$ cat src/rtl/dtcm_arbiter.sv
// Two-master round-robin arbiter in front of the DTCM controller command/response channel.
// Grants lock across command stalls; an in-order source-ID FIFO steers responses back to their issuer.
module dtcm_arbiter #(
  parameter int DW   = 32,
  parameter int AW   = 16,
  parameter int OSTD = 2
) (
  input  logic            clk,
  input  logic            rst,
  // master 0 (LSU)
  input  logic            m0_cmd_valid,
  output logic            m0_cmd_ready,
  input  logic            m0_cmd_read,
  input  logic [AW-1:0]   m0_cmd_addr,
  input  logic [DW-1:0]   m0_cmd_wdata,
  input  logic [DW/8-1:0] m0_cmd_wmask,
  output logic            m0_rsp_valid,
  input  logic            m0_rsp_ready,
  output logic [DW-1:0]   m0_rsp_rdata,
  // master 1 (DMA / debug)
  input  logic            m1_cmd_valid,
  output logic            m1_cmd_ready,
  input  logic            m1_cmd_read,
  input  logic [AW-1:0]   m1_cmd_addr,
  input  logic [DW-1:0]   m1_cmd_wdata,
  input  logic [DW/8-1:0] m1_cmd_wmask,
  output logic            m1_rsp_valid,
  input  logic            m1_rsp_ready,
  output logic [DW-1:0]   m1_rsp_rdata,
  // DTCM controller side
  output logic            s_cmd_valid,
  input  logic            s_cmd_ready,
  output logic            s_cmd_read,
  output logic [AW-1:0]   s_cmd_addr,
  output logic [DW-1:0]   s_cmd_wdata,
  output logic [DW/8-1:0] s_cmd_wmask,
  input  logic            s_rsp_valid,
  output logic            s_rsp_ready,
  input  logic [DW-1:0]   s_rsp_rdata
);

  // Handshake: a transfer happens on valid && ready in the same cycle; the
  // source holds valid and payload stable until the transfer happens.

  localparam int PW = (OSTD > 1) ? $clog2(OSTD) : 1;
  localparam int CW = $clog2(OSTD + 1);

  logic            r_rr_ptr;
  logic            r_lock;
  logic            r_lock_id;
  logic [OSTD-1:0] r_id_mem;
  logic [PW-1:0]   r_wr_ptr;
  logic [PW-1:0]   r_rd_ptr;
  logic [CW-1:0]   r_count;

  logic w_grant_valid;
  logic w_grant;
  logic w_sel_valid;
  logic w_full;
  logic w_empty;
  logic w_head;
  logic w_cmd_hs;
  logic w_rsp_hs;

  function automatic logic [PW-1:0] ptr_inc(input logic [PW-1:0] p);
    if (OSTD == 1) return '0;
    return (p == PW'(OSTD - 1)) ? '0 : p + 1'b1;
  endfunction

  // A locked grant wins over everything so a stalled command is never swapped out.
  always_comb begin
    w_grant_valid = 1'b0;
    w_grant       = 1'b0;
    if (r_lock) begin
      w_grant_valid = 1'b1;
      w_grant       = r_lock_id;
    end else if (m0_cmd_valid && m1_cmd_valid) begin
      w_grant_valid = 1'b1;
      w_grant       = r_rr_ptr;
    end else if (m0_cmd_valid) begin
      w_grant_valid = 1'b1;
      w_grant       = 1'b0;
    end else if (m1_cmd_valid) begin
      w_grant_valid = 1'b1;
      w_grant       = 1'b1;
    end
  end

  assign w_full      = (r_count == CW'(OSTD));
  assign w_empty     = (r_count == '0);
  assign w_sel_valid = w_grant ? m1_cmd_valid : m0_cmd_valid;

  // Outputs are forced low while rst is high, including the async-assert window.
  assign s_cmd_valid  = !rst && w_grant_valid && w_sel_valid && !w_full;
  assign s_cmd_read   = w_grant ? m1_cmd_read  : m0_cmd_read;
  assign s_cmd_addr   = w_grant ? m1_cmd_addr  : m0_cmd_addr;
  assign s_cmd_wdata  = w_grant ? m1_cmd_wdata : m0_cmd_wdata;
  assign s_cmd_wmask  = w_grant ? m1_cmd_wmask : m0_cmd_wmask;
  assign m0_cmd_ready = !rst && w_grant_valid && !w_grant && s_cmd_ready && !w_full;
  assign m1_cmd_ready = !rst && w_grant_valid &&  w_grant && s_cmd_ready && !w_full;

  assign w_head       = r_id_mem[r_rd_ptr];
  assign m0_rsp_valid = !rst && s_rsp_valid && !w_empty && !w_head;
  assign m1_rsp_valid = !rst && s_rsp_valid && !w_empty &&  w_head;
  assign m0_rsp_rdata = s_rsp_rdata;
  assign m1_rsp_rdata = s_rsp_rdata;
  assign s_rsp_ready  = !rst && !w_empty && (w_head ? m1_rsp_ready : m0_rsp_ready);

  assign w_cmd_hs = s_cmd_valid && s_cmd_ready;
  assign w_rsp_hs = s_rsp_valid && s_rsp_ready;

  always_ff @(posedge clk or posedge rst) begin
    if (rst) begin
      r_rr_ptr  <= 1'b0;
      r_lock    <= 1'b0;
      r_lock_id <= 1'b0;
      r_id_mem  <= '0;
      r_wr_ptr  <= '0;
      r_rd_ptr  <= '0;
      r_count   <= '0;
    end else begin
      if (w_cmd_hs) begin
        r_lock             <= 1'b0;
        r_rr_ptr           <= ~w_grant;
        r_id_mem[r_wr_ptr] <= w_grant;
        r_wr_ptr           <= ptr_inc(r_wr_ptr);
      end else if (s_cmd_valid && !s_cmd_ready) begin
        r_lock    <= 1'b1;
        r_lock_id <= w_grant;
      end
      if (w_rsp_hs) begin
        r_rd_ptr <= ptr_inc(r_rd_ptr);
      end
      case ({w_cmd_hs, w_rsp_hs})
        2'b10:   r_count <= r_count + 1'b1;
        2'b01:   r_count <= r_count - 1'b1;
        default: r_count <= r_count;
      endcase
    end
  end

endmodule

$ cat config.mk
export PLATFORM = sky130hd
export DESIGN_NAME = dtcm_arbiter
export DESIGN_NICKNAME = d
export VERILOG_FILES = /design/src/rtl/dtcm_arbiter.sv
export SDC_FILE = /design/constraint.sdc
export NUM_CORES = 1
export LEC_CHECK = 0
export CORE_AREA = 2 2 104 106
export DETAILED_ROUTE_END_ITERATION = 7
export DIE_AREA = 0 0 106 108
export GPL_TIMING_DRIVEN = 1
export PLACE_DENSITY = 0.7
export SYNTH_ARGS = -nofsm -noshare
export SYNTH_HDL_FRONTEND = slang
export SYNTH_SLANG_ARGS = --single-unit
$ cat constraint.sdc
create_clock -name clk -period 3.76 [get_ports clk]
set_clock_uncertainty 0.15 [all_clocks]
set_input_delay 0.752 -clock clk [delete_from_list [all_inputs] [get_ports clk]]
set_output_delay 0.752 -clock clk [all_outputs]
set_load 0.03 [all_outputs]
==> tab_implementation.tex <==
\begin{tabular}{lr}
\hline
Metric & Value \\
\hline
\multicolumn{2}{l}{\textbf{Worst setup path}} \\
\quad Delay of the slowest cell on the worst path & 0.59 ns \\
\quad Kind of start point of the critical path & input port \\
\quad Dominant cell type by count on the critical path & sky130\_fd\_sc\_hd\_\_clkdlybuf4s50\_1 \\
\quad Cell type of the slowest stage on the worst timing path & sky130\_fd\_sc\_hd\_\_clkdlybuf4s50\_1 \\
\quad CP required & 2.86 ns \\
\quad Reg2Reg Capture Point & r\_count[1] \\
\quad Logic depth of the worst register-to-register path & 7 \\
\quad Worst Path Max Fanout & 28 \\
\quad Setup slack on the worst flop-to-flop path & 1.37 ns \\
\quad Cells traversed along the worst timing path & clkdlybuf4s50\_1 -> inv\_1 -> a211o\_1 -> nand2\_2 -> buf\_12 -> mux2\_2 -> clkdlybuf4s50\_1 \\
\quad Combined buffer and inverter count along the critical path & 4 \\
\quad Worst flop-to-flop path startpoint & r\_lock\_id \\
\quad Cell class contributing the biggest share of worst-path delay & buffers and inverters \\
\quad Category of the most critical setup path & in2out \\
\quad CP Data Arrival Time & 2.80 ns \\
\quad Worst Setup End Kind & primary output \\
\multicolumn{2}{l}{\textbf{Run}} \\
\quad Max-cap violations & 0 \\
\multicolumn{2}{l}{\textbf{Timing}} \\
\quad Number of hold violations in the final report & 0 \\
\quad Worst slew margin relative to its limit & 64.14\% \\
\quad Max-slew violation count & 0 \\
\quad RSZ-0062 raised after global routing & false \\
\quad Tcrit/Tclk final & 98.34\% \\
\quad Total negative slack for setup checks & 0 ns \\
\quad Transition time of the tightest slew-check pin & 0.5380 ns \\
\quad Final critical path time including I/O delays and setup & 3.698 ns \\
\quad Setup-failing EPs final & 0 \\
\quad Highest clock rate & 270.4 MHz \\
\multicolumn{2}{l}{\textbf{Clock network}} \\
\quad Buffers from clock root to sink, at most & 2 \\
\quad TritonCTS clock tree & yes \\
\quad Postcts setup bufs & 0 \\
\quad Number of clock sinks seen by CTS & 9 \\
\quad Number of levels the H-tree was split into & 1 \\
\quad Worst-Skew Late Latency & 0.23 ns \\
\quad Hold Buf Count CTS & 0 \\
\quad TritonCTS buffer count & 3 \\
\quad Cell chosen for the clock root & sky130\_fd\_sc\_hd\_\_clkbuf\_8 \\
\quad Clock slew at the register clock pins of the worst setup and hold paths & 0.04 ns \\
\multicolumn{2}{l}{\textbf{Finish}} \\
\quad Final cell count without fillers & 417 \\
\quad Area growth from synthesis to layout & 89.32\% \\
\quad Ratio of cells with drive above 1 in the final layout & 35.23\% \\
\quad Final Net Count & 429 \\
\quad Final antenna diode count & 0 \\
\quad Final Core Density & 29.91\% \\
\quad Fill cell instance count of the final layout & 1,063 \\
\multicolumn{2}{l}{\textbf{Synthesis}} \\
\quad Post-synthesis register bit count & 9 \\
\quad Syn\_nets & 317 \\
\quad Syn Area/Cell & 9.509 um2 \\
\quad Cells after Synth & 170 \\
\quad Sequential fraction of the synthesis area & 13.93\% \\
\quad YS warnings & 0 \\
\quad Post-synthesis cell type count & 24 \\
\quad Summed instance area of the synthesized netlist & 1617 um2 \\
\multicolumn{2}{l}{\textbf{Hold path}} \\
\quad Hold-critical path depth & 1 \\
\quad Hold wc startpoint & r\_id\_mem[0] \\
\quad Hold Crit Endpoint & r\_id\_mem[0] \\
\quad Worst hold-check path type & reg2reg \\
\multicolumn{2}{l}{\textbf{GRT}} \\
\quad Met1 Usage GRT & 11.41\% \\
\quad Most heavily used metal layer in global routing & met2 \\
\quad Met2 global-route usage & 26.91\% \\
\quad GRT Residual Overflow & 0 \\
\quad First-pass GRT wire length & 10,440 um \\
\quad GRT Overall Usage & 12.63\% \\
\quad Pin count of the biggest net entering global routing & 29 \\
\quad Initial antenna violation count & 0 \\
\quad Vias in the first global route & 1,813 \\
\quad Met3 usage & 4.159\% \\
\multicolumn{2}{l}{\textbf{Route}} \\
\quad Routed Antenna Nets & 0 \\
\quad Routed Wire Length & 7845 um \\
\quad Via count of the routed design & 1,665 \\
\quad Routed WL per cell & 18.81 um \\
\quad Detailed-route vias per instance & 3.993 \\
\quad Count of unresolved DRC violations after routing & 0 \\
\quad Initial DRC count & 57 \\
\quad First drt pass iteration count & 5 \\
\multicolumn{2}{l}{\textbf{Status}} \\
\quad Run status & finished, final reports clean \\
\multicolumn{2}{l}{\textbf{Floorplanning}} \\
\quad Die height & 108 um \\
\quad Core region area & 10,230 um2 \\
\quad Count of pins on the block boundary & 269 \\
\quad Std-Cell Rows & 37 \\
\quad Initial Utilization & 15.80\% \\
\quad Die Outline Area & 11,450 um2 \\
\quad Die Wd & 106 um \\
\multicolumn{2}{l}{\textbf{Power and ir drop}} \\
\quad Static leakage & 1.338 nW \\
\quad Peak supply drop & 0.2525 mV \\
\quad PnR Total Power & 1.886 mW \\
\quad Ratio of total power to cell area & 616.1 nW/um2 \\
\multicolumn{2}{l}{\textbf{Placement}} \\
\quad Final weighted congestion of routability-driven global placement & 0.7718 \\
\quad \# placed instances & 413 \\
\quad Input/output buffers & 172 \\
\quad Detailed placement HPWL & 6928 um \\
\hline
\end{tabular}
[power breakdown]
group / internal (mW) / switching [mW]
combinational: 0.747 / 0.833
sequential: 0.146 / 0.0458
clock: 0.0740 / 0.0399
total: 0.967 / 0.918
[routing by layer]
layer / wire, um / vias up / part of all wire [%]
li1: - / 738 / -
met1: 2479 / 732 / 32
met2: 4387 / 189 / 56
met3: 919 / 6 / 12
met4: 58 / 0 / 0.74
met5: 0 / - / 0
[stage by stage]
stage,hold slack [ns],setup WS [ns],cell area [um2]
floorplan,0.3099,0.8588,1617
global placement,0.3249,0.07248,2975
detailed placement,0.3325,0.04448,2975
CTS,0.3451,0.03136,3020
global route,0.3653,0.001251,3060
finish,0.3411,0.06223,3060
[synthesized netlist by cell type (all sizes together)]
master | instances | area share [%]
nor3b | 1 | 0.46
o211ai | 1 | 0.46
o311ai | 1 | 0.54
nor2b | 3 | 1.2
xor2 | 2 | 1.1
mux2i | 3 | 1.9
nand2 | 3 | 0.70
o21a | 1 | 0.46
inv | 3 | 0.70
mux2 | 56 | 39
buf | 70 | 32
dfrtp | 9 | 14
nor3 | 1 | 0.31
a21bo | 1 | 0.62
a211o | 1 | 0.54
a21oi | 1 | 0.31
a2111oi | 1 | 1.7
ha | 1 | 0.77
nand3 | 1 | 0.31
nand3b | 1 | 0.46
nor2 | 6 | 1.4
xnor2 | 3 | 1.6
[layout by cell type (no fill, tap or decap)]
master	netlist	final
sky130_fd_sc_hd__clkdlybuf4s50_1	0	121
sky130_fd_sc_hd__mux2_2	54	54
sky130_fd_sc_hd__buf_4	64	38
sky130_fd_sc_hd__dlymetal6s2s_1	0	16
sky130_fd_sc_hd__dfrtp_1	9	9
sky130_fd_sc_hd__nor2_1	6	6
sky130_fd_sc_hd__inv_1	3	3
sky130_fd_sc_hd__nor2b_1	3	3
sky130_fd_sc_hd__mux2i_1	3	3
sky130_fd_sc_hd__xnor2_1	3	3
sky130_fd_sc_hd__clkbuf_8	0	3
sky130_fd_sc_hd__nand2_1	3	2
sky130_fd_sc_hd__mux2_1	2	2
sky130_fd_sc_hd__xor2_1	2	2
sky130_fd_sc_hd__buf_12	0	2
sky130_fd_sc_hd__a211o_1	1	1
sky130_fd_sc_hd__nand2_2	0	1
sky130_fd_sc_hd__a21bo_1	1	1
sky130_fd_sc_hd__nor3b_1	1	1
sky130_fd_sc_hd__a2111oi_4	1	1
sky130_fd_sc_hd__nand3b_1	1	1
sky130_fd_sc_hd__o211ai_1	1	1
sky130_fd_sc_hd__o311ai_0	1	1
sky130_fd_sc_hd__a21oi_1	1	1
sky130_fd_sc_hd__nor3_1	1	1
sky130_fd_sc_hd__nand3_1	1	1
sky130_fd_sc_hd__o21a_1	1	1
sky130_fd_sc_hd__ha_1	1	1
sky130_fd_sc_hd__clkbuf_1	0	1
[worst max-delay path by stage]
stage,from,cells after the start,slack [ns],to
floorplan,m0_cmd_valid,5,0.86,s_cmd_addr[10]
global placement,m1_cmd_valid,7,0.07,s_cmd_addr[12]
detailed placement,m1_cmd_valid,7,0.04,s_cmd_wdata[14]
CTS,m1_cmd_valid,7,0.03,s_cmd_addr[6]
global route,m1_cmd_valid,7,0.001,s_cmd_wdata[2]
finish,m1_cmd_valid,7,0.06,s_cmd_wdata[2]
[timing repair]
item                       4_1_cts  5_1_grt
hold endpoints to repair         0        0
resized for setup                0       16
setup endpoints to repair        0       16
[final cells by class]
class	instances	area, um2	share of cell area, %
multi-input combinational	88	872.1	28.50
clock buffer	4	45.04	1.472
timing repair buffer	177	1737	56.75
tap	136	170.2	5.560
sequential	9	225.2	7.359
inverter	3	11.26	0.3679
[state kept, by name (all words and copies together), names as in the netlist]
name,count
r_count,2
r_id_mem,2
r_lock,1
r_lock_id,1
r_rd_ptr,1
r_rr_ptr,1
r_wr_ptr,1
[cell families (layout without fill, tap and decap cells)]
| family | Yosys count | after routing | share of synthesized area (%) |
|---|---|---|---|
| compound gates | 7 | 7 | 4.644 |
| xor+xnor | 5 | 5 | 2.709 |
| fa+ha+maj | 1 | 1 | 0.7739 |
| buf+inv | 73 | 184 | 32.28 |
| flops | 9 | 9 | 13.93 |
| mux | 59 | 59 | 40.87 |
| simple gates | 16 | 16 | 4.798 |
[worst register-to-register path, stage by stage (launching register included)]
cell and delay, ns:
sky130_fd_sc_hd__dfrtp_1 0.41, sky130_fd_sc_hd__a21bo_1 0.23, sky130_fd_sc_hd__a2111oi_4 0.58, sky130_fd_sc_hd__nand2_1 0.26, sky130_fd_sc_hd__ha_1 0.27, sky130_fd_sc_hd__xnor2_1 0.13, sky130_fd_sc_hd__nor2_1 0.12, sky130_fd_sc_hd__xor2_1 0.16
(Power assumes the default switching activity.)
